## src/rtl/trng_rosc_pkg.sv

```systemverilog
// Default geometry of the ring-oscillator meter, shared by the meter and its synchronisers.
package trng_rosc_pkg;

    localparam int CNT_W_DEF       = 22;
    localparam int DIV_W_DEF       = 14;
    localparam int NUM_WIN_DEF     = 3;
    localparam int SYNC_STAGES_DEF = 2;
    localparam int DIV_SEL_W       = 4;

endpackage

```

## src/rtl/trng_sync_ff.sv

```systemverilog
// Reset-to-0 multi-flop bit synchroniser into the rnd_src_clk domain.
module trng_sync_ff
    import trng_rosc_pkg::*;
#(
    parameter int STAGES = SYNC_STAGES_DEF
) (
    input  logic rnd_src_clk,
    input  logic rst_n,
    input  logic d_i,
    output logic q_o
);

    logic [STAGES-1:0] sync_q;

    always_ff @(posedge rnd_src_clk or negedge rst_n) begin
        if (!rst_n) begin
            sync_q <= '0;
        end else begin
            sync_q <= {sync_q[STAGES-2:0], d_i};
        end
    end

    assign q_o = sync_q[STAGES-1];

endmodule

```

## src/rtl/trng_rosc_meter.sv

```systemverilog
// Ring-oscillator divider plus cycle counter with NUM_WIN toggle-triggered capture windows.
// Window/clear toggles act SYNC_STAGES+1 edges after they change; TRNG_ROSC_CNT_SAT_EN makes the counter saturate instead of wrap.
module trng_rosc_meter
    import trng_rosc_pkg::*;
#(
    parameter int CNT_W       = CNT_W_DEF,
    parameter int DIV_W       = DIV_W_DEF,
    parameter int NUM_WIN     = NUM_WIN_DEF,
    parameter int SYNC_STAGES = SYNC_STAGES_DEF
) (
    input  logic                     rnd_src_clk,
    input  logic                     rst_n,
    input  logic                     rnd_src_en,
    input  logic                     rng_debug_enable,
    input  logic [DIV_SEL_W-1:0]     div_sel,
    input  logic [NUM_WIN-1:0]       win_tgl,
    input  logic                     clr_tgl,
    output logic                     divided_rnd_src,
    output logic [NUM_WIN*CNT_W-1:0] cntr_val,
    output logic [NUM_WIN-1:0]       cntr_vld,
    output logic                     cntr_ovf
);

    logic               en_s;
    logic               clr_s;
    logic [NUM_WIN-1:0] win_s;
    logic [NUM_WIN-1:0] win_p_q;
    logic               clr_p_q;
    logic [NUM_WIN-1:0] win_ev;
    logic               clr_ev;

    trng_sync_ff #(.STAGES(SYNC_STAGES)) u_sync_en (
        .rnd_src_clk (rnd_src_clk),
        .rst_n       (rst_n),
        .d_i         (rnd_src_en),
        .q_o         (en_s)
    );

    trng_sync_ff #(.STAGES(SYNC_STAGES)) u_sync_clr (
        .rnd_src_clk (rnd_src_clk),
        .rst_n       (rst_n),
        .d_i         (clr_tgl),
        .q_o         (clr_s)
    );

    for (genvar w = 0; w < NUM_WIN; w++) begin : g_win_sync
        trng_sync_ff #(.STAGES(SYNC_STAGES)) u_sync_win (
            .rnd_src_clk (rnd_src_clk),
            .rst_n       (rst_n),
            .d_i         (win_tgl[w]),
            .q_o         (win_s[w])
        );
    end

    always_ff @(posedge rnd_src_clk or negedge rst_n) begin
        if (!rst_n) begin
            win_p_q <= '0;
            clr_p_q <= 1'b0;
        end else begin
            win_p_q <= win_s;
            clr_p_q <= clr_s;
        end
    end

    assign win_ev = win_s ^ win_p_q;
    assign clr_ev = clr_s ^ clr_p_q;

    logic [DIV_W-1:0]     div_cntr_q, div_cntr_d;
    logic [DIV_SEL_W-1:0] tap;
    logic                 tap_bit;

    assign div_cntr_d = en_s ? div_cntr_q + 1'b1 : '0;
    // Out-of-range selects clamp to the top divider bit.
    assign tap = (32'(div_sel) > DIV_W - 1) ? DIV_SEL_W'(DIV_W - 1) : div_sel;

    always_comb begin
        tap_bit = 1'b0;
        for (int i = 0; i < DIV_W; i++) begin
            if (32'(tap) == i) begin
                tap_bit = div_cntr_q[i];
            end
        end
    end

    assign divided_rnd_src = tap_bit & rng_debug_enable;

    logic [CNT_W-1:0] rosc_cntr_q, rosc_cntr_d;
    logic             ovf_q, ovf_d;

    always_comb begin
        rosc_cntr_d = rosc_cntr_q;
        ovf_d       = ovf_q;
        if (clr_ev) begin
            rosc_cntr_d = '0;
            ovf_d       = 1'b0;
        end else if (en_s) begin
            if (&rosc_cntr_q) begin
                ovf_d = 1'b1;
`ifdef TRNG_ROSC_CNT_SAT_EN
                rosc_cntr_d = rosc_cntr_q;
`else
                rosc_cntr_d = '0;
`endif
            end else begin
                rosc_cntr_d = rosc_cntr_q + 1'b1;
            end
        end
    end

    always_ff @(posedge rnd_src_clk or negedge rst_n) begin
        if (!rst_n) begin
            div_cntr_q  <= '0;
            rosc_cntr_q <= '0;
            ovf_q       <= 1'b0;
        end else begin
            div_cntr_q  <= div_cntr_d;
            rosc_cntr_q <= rosc_cntr_d;
            ovf_q       <= ovf_d;
        end
    end

    assign cntr_ovf = ovf_q;

    // All windows sample the same pre-increment count; a clear in the same cycle suppresses capture.
    for (genvar w = 0; w < NUM_WIN; w++) begin : g_win
        logic [CNT_W-1:0] val_q, val_d;
        logic             vld_q, vld_d;

        always_comb begin
            val_d = val_q;
            vld_d = vld_q;
            if (clr_ev) begin
                val_d = '0;
                vld_d = 1'b0;
            end else if (win_ev[w]) begin
                val_d = rosc_cntr_q;
                vld_d = 1'b1;
            end
        end

        always_ff @(posedge rnd_src_clk or negedge rst_n) begin
            if (!rst_n) begin
                val_q <= '0;
                vld_q <= 1'b0;
            end else begin
                val_q <= val_d;
                vld_q <= vld_d;
            end
        end

        assign cntr_val[w*CNT_W +: CNT_W] = val_q;
        assign cntr_vld[w]                = vld_q;
    end

endmodule

```

## config.mk

```make
export PLATFORM = sky130hd
export DESIGN_NAME = trng_rosc_meter
export DESIGN_NICKNAME = d
export VERILOG_FILES = /design/src/rtl/trng_rosc_pkg.sv /design/src/rtl/trng_sync_ff.sv /design/src/rtl/trng_rosc_meter.sv
export SDC_FILE = /design/constraint.sdc
export NUM_CORES = 1
export LEC_CHECK = 0
export ABC_AREA = 0
export BUFFER_PORTS_ARGS = -buffer_cell sky130_fd_sc_hd__buf_4
export CAP_MARGIN = 20
export CORE_MARGIN = 1.5
export CORE_UTILIZATION = 35
export CTS_CLUSTER_SIZE = 20
export DETAILED_ROUTE_END_ITERATION = 7
export HOLD_SLACK_MARGIN = 0.12
export PLACE_DENSITY = 0.5
export SLEW_MARGIN = 40
export SYNTH_ARGS = -nofsm -noshare
export SYNTH_HDL_FRONTEND = slang
export SYNTH_HIERARCHICAL = 1
export SYNTH_SLANG_ARGS = --single-unit
```

## constraint.sdc

```tcl
create_clock -name rnd_src_clk -period 2.6 [get_ports rnd_src_clk]
set_input_delay 0.39 -clock rnd_src_clk [delete_from_list [all_inputs] [get_ports rnd_src_clk]]
set_output_delay 0.39 -clock rnd_src_clk [all_outputs]
set_load 0.05 [all_outputs]
```

# Word level (Yosys, flattened, before mapping)

Cells that the tools add are included.
Widths: inputs -> output; s select.

Memory bits (writable): 0
Register bits after elaboration: 120
Bits in latches: 0
Output and inout bits: 71
Memories kept: 0
Input bits: 12
Memory bits (read-only): 0

Equal/unequal tests: 13
Bitwise operators: 3
Muxes and demuxes: 34
Shift-type cells: 0
Multiply operators: 0
Reductions and logical operators: 8
Divide/modulo/power cells: 0
$add $sub $neg: 2
$lt $le $gt $ge: 1

Operators by type and width:

| cell                  | number |
|---|---|
| $mux 22               | 9 |
| $eq 4x4->1 const B    | 6 |
| $mux 1                | 23 |
| $add 22x1->22 const B | 1 |
| $reduce_and 22->1     | 1 |
| $eq 4x3->1 const B    | 4 |
| $add 14x1->14 const B | 1 |
| $mux 14               | 1 |
| $reduce_bool 2->1     | 5 |
| $eq 4x2->1 const B    | 2 |
| $eq 4x1->1 const B    | 1 |
| $gt 4x4->1 const B    | 1 |
| $logic_not 4->1       | 1 |
| $mux 4                | 1 |
| $xor 3x3->3           | 1 |
| $reduce_and 2->1      | 1 |
| $and 1x1->1           | 1 |
| $xor 1x1->1           | 1 |

# Longest topological paths before layout

Depth after elaboration: 18
Depth in mapped cells: 6
Depth with buffers taken out: 5

# Cells and area by module

Netlist, hierarchy kept.

Modules (own cells, without submodules):

| module          | seq. area each (um^2) | instances | cells each | area each (um^2) |
|---|---|---|---|---|
| trng_rosc_meter | 2,752.6               | 1         | 519        | 4,859.7 |
| trng_sync_ff    | 50.0                  | 5         | 2          | 50.0 |

# Worst setup path after synthesis

Ideal clock, no wire load.

Path type: register to output
Start: register div_cntr_q[3]
End: output divided_rnd_src
Stages on the path, launching flop included: 4
Arrival time: 1,636 ps
Required time: 2,210 ps
Slack: 574 ps
Buffers on the path: 0
Cell sequence: dfrtp_1 -> mux4_2 -> mux4_2 -> and2_1

Cells in the longest elaborated chain, start to end: 12

RTL lines:

| what                   | RTL line               | source |
|---|---|---|
| from (decl)            | trng_rosc_meter.sv:68  | `logic [DIV_W-1:0] div_cntr_q, div_cntr_d;` |
| from (signal assigned) | trng_rosc_meter.sv:116 | `div_cntr_q <= div_cntr_d;` |
| $mux 1 (11 in a row)   | trng_rosc_meter.sv:79  | `if (32'(tap) == i) begin` |
| $and 1x1->1            | trng_rosc_meter.sv:85  | `assign divided_rnd_src = tap_bit & rng_debug_enable;` |
| to (decl)              | trng_rosc_meter.sv:18  | `output logic divided_rnd_src,` |

No other way between the ends.

# Worst setup path after layout

Start: register div_cntr_q[11]
End: output divided_rnd_src

Cells in the longest elaborated chain, start to end: 4

RTL lines:

| what                | RTL line |
|---|---|
| $mux 1 (3 in a row) | trng_rosc_meter.sv:79 |
| $and 1x1->1         | trng_rosc_meter.sv:85 |

No other way between the ends.

==> results.toml <==
[clocking]
cts_tree = "yes"
numCtsBuffers = 17
cts.sinks = 120
postCtsSetupBuffers = 0
clk_pin_slew_ns = 0.05
cts_resized = 0
ctsHoldBuffers = 6
cts_root_buf = "clkbuf_16"
cts.path.max_buffers = 2
clk_latency_ns = 0.41
htreeDepth = 4

[setup_path]
worst_setup_path_end_kind = "output port"
r2r-end = "rosc_cntr_q[17]"
worstSetupPathType = "register to output port"
rr_worst_depth = 4
crit_slowest_cell = "mux4_2"
path_cells = "mux4_2 > mux4_2 > and2_1 > buf_4"
critPathLaunchType = "register"
crit_end = "divided_rnd_src"
crit_path_max_incr_delay_ns = 0.49
crit_top_cell = "mux4_2"
timing.reg2reg.setup_slack_ns = 0.44
r2r-start = "rosc_cntr_q[3]"
cp-startpoint = "div_cntr_q[11]"
cp.arrival_ns = 2.13
crit_fanout = 4
required_ns = 2.21

[routing]
drt_wl_total_um = 12700
first_pass_iters = 4
ant_nets = 0
viasPerCell = 4.98
post_drt_wl_per_cell_um = 15.8
drc = 0
vias = 4025
drtIter0Drc = 202

[synth]
seq_area_frac_synth = 0.588
synth_area_leader_cell = "dfrtp_1"
synth_edf_count = 0
synth_fp_nets = 543
synthFlopType = "dfrtp_1"
synth_top_area_frac = 0.588
syn_area_um2 = 5110
ys_ff_latch = 120
async_flop_share = 1.00
synthCells = 529
avgSynthCellArea_um2 = 9.66
yosysUniqueCellTypes = 42
synth.area.top_cells = "dfrtp_1 59%, nand2_1 11%, a21oi_1 7.7%"
synth_warnings = 6

[global_routing]
grt_use_total = 0.182
grt_max_degree = 54
overflow = 0
antenna_found_initial = 0
grt_pass1_wl_um = 21200
grt_pass1_vias = 4061

[final_layout]
final_common_cell = "nand2_1"
mostFrequentLayoutCells = "148 x nand2_1, 120 x dfrtp_1, 98 x buf_4"
num-nets-final = 630
drive_above_1_share = 0.219
final_core_utilization = 0.468
fillCellCount = 1360
syn2layout_area_growth_pct = 28.7
num_antenna_cells = 0

[timing]
fin_crit_ns = 2.52
final_hold_viol_count = 0
relSlewSlack = 0.637
rsz0062_at_grt = "false"
fin_crit_sh = 0.969
setup_tns_ns = 0
worst_clock_skew_ns = 0.00679
fmax_mhz = 397
drv_slew = 0
tightestPinTransition_ns = 0.538
setup_viol = 0

[placed_design]
hpwlAfterDp_um = 8550
port-buffer-count = 82
gp_congestion = 0.854

[run_status]
status = "completed"

[power]
p_per_area_nw_per_um2 = 677
power_leakage_uw = 0.00288
ir_worst_vdd_uv = 415

[flow_run]
max_cap_viol_count = 0

[die]
die_h_um = 124
die-area_um2 = 15300
start_util = 0.364
io_pins = 83
num_rows = 43
die_x_um = 124
coreArea_um2 = 14000

[hold_path]
hold_path_class = "register to register"
layout make-up:
type / instances / area [µm²] / share of cell area
flip-flops and latches: 120 / 3000 / 0.457
multi-input cells: 368 / 1960 / 0.298
repair buffers: 105 / 816 / 0.124
clock buffers: 24 / 492 / 0.0748
well taps: 180 / 225 / 0.0342
clock inverters: 8 / 70.1 / 0.0107
inverters: 4 / 15.0 / 0.00228
state kept, by name (all words and copies together) (netlist names):
signal and count:
g_win_sync.u_sync_win/sync_q 6, div_cntr_q 14, clr_p_q 1, u_sync_en/sync_q 2
win_p_q 3, g_win.vld_q 3, rosc_cntr_q 22, g_win.val_q 66
u_sync_clr/sync_q 2, cntr_ovf 1
cells in the mapped netlist (2+ instances only):
| cell type | n |
|---|---|
| o31ai_1 | 3 |
| ha_1 | 2 |
| nor2_1 | 28 |
| xor2_1 | 12 |
| o21ai_0 | 10 |
| mux4_2 | 4 |
| a31oi_1 | 2 |
| or3_1 | 8 |
| buf_4 | 4 |
| nor4_1 | 2 |
| mux2i_1 | 2 |
| xnor2_1 | 13 |
| and3_1 | 3 |
| nand2b_1 | 4 |
| or4b_1 | 2 |
| or4_1 | 4 |
| inv_1 | 4 |
| dfrtp_1 | 120 |
| buf_1 | 2 |
| buf_2 | 5 |
| nand2_1 | 148 |
| nand3_1 | 11 |
| a21oi_1 | 79 |
| nand4_1 | 6 |
| nor3_1 | 4 |
| o211ai_1 | 4 |
| and2_1 | 3 |
| and4_1 | 2 |
| clkbuf_1 | 25 |
cells by family after synthesis:
kind of cell             count (synthesis)  share of synthesized area
multiplexers                             7                     0.0238
XOR/XNOR                                25                     0.0429
adder cells (fa/ha/maj)                  2                    0.00490
AND/OR/NAND/NOR                        230                      0.198
flip-flops                             120                      0.588
AO/OA/AOI/OAI                          104                      0.108
buffers and inverters                   41                     0.0345
routing by layer:
| metal | vias up | wire length [µm] | GRT usage |
|---|---|---|---|
| met5 | - | 0 | 0 |
| met4 | 0 | 105 | 0.0539 |
| met3 | 6 | 655 | 0.0513 |
| met2 | 89 | 5880 | 0.280 |
| met1 | 1975 | 6100 | 0.251 |
| li1 | 1955 | - | - |
critical path, delay by kind of cell, from the launching register on:
kind,cells,cell delay (ns)
buf+inv,1,0.19
flops,1,0.43
mux,2,0.94
simple gates,1,0.17
stage by stage:
step	setup slack, ns	area (µm²)	hold slack (ns)	total power, µW	instances
6_report	0.0798	6580	0.346	4450	809
5_1_grt	0.00634	6580	0.361	4650	809
4_1_cts	0.0690	6580	0.347	4510	809
3_5_place_dp	0.391	5960	0.328	2290	771
3_3_place_gp	0.388	5960	0.323	2280	771
2_1_floorplan	0.574	5110	0.0944	2140	529
worst min path at each step:
stage / start / to / slack, ns / depth (start not counted)
finish: g_win_sync[0].u_sync_win/sync_q[0] / g_win_sync[0].u_sync_win/sync_q[1] / 0.35 / 0
global route: g_win_sync[1].u_sync_win/sync_q[0] / g_win_sync[1].u_sync_win/sync_q[1] / 0.36 / 0
CTS: g_win_sync[0].u_sync_win/sync_q[0] / g_win_sync[0].u_sync_win/sync_q[1] / 0.35 / 0
detailed placement: rst_n / g_win[2].val_q[20] / 0.33 / 1
global placement: rst_n / g_win[2].vld_q / 0.32 / 1
floorplan: rst_n / clr_p_q / 0.09 / 0
power breakdown:
part	internal, µW	switching (µW)	leakage (µW)	total [µW]
clock network	1400	791	0.000276	2200
logic	89.3	234	0.000968	324
registers	1900	30.2	0.00164	1930
Note: power is estimated with default switching activity, not from simulation.
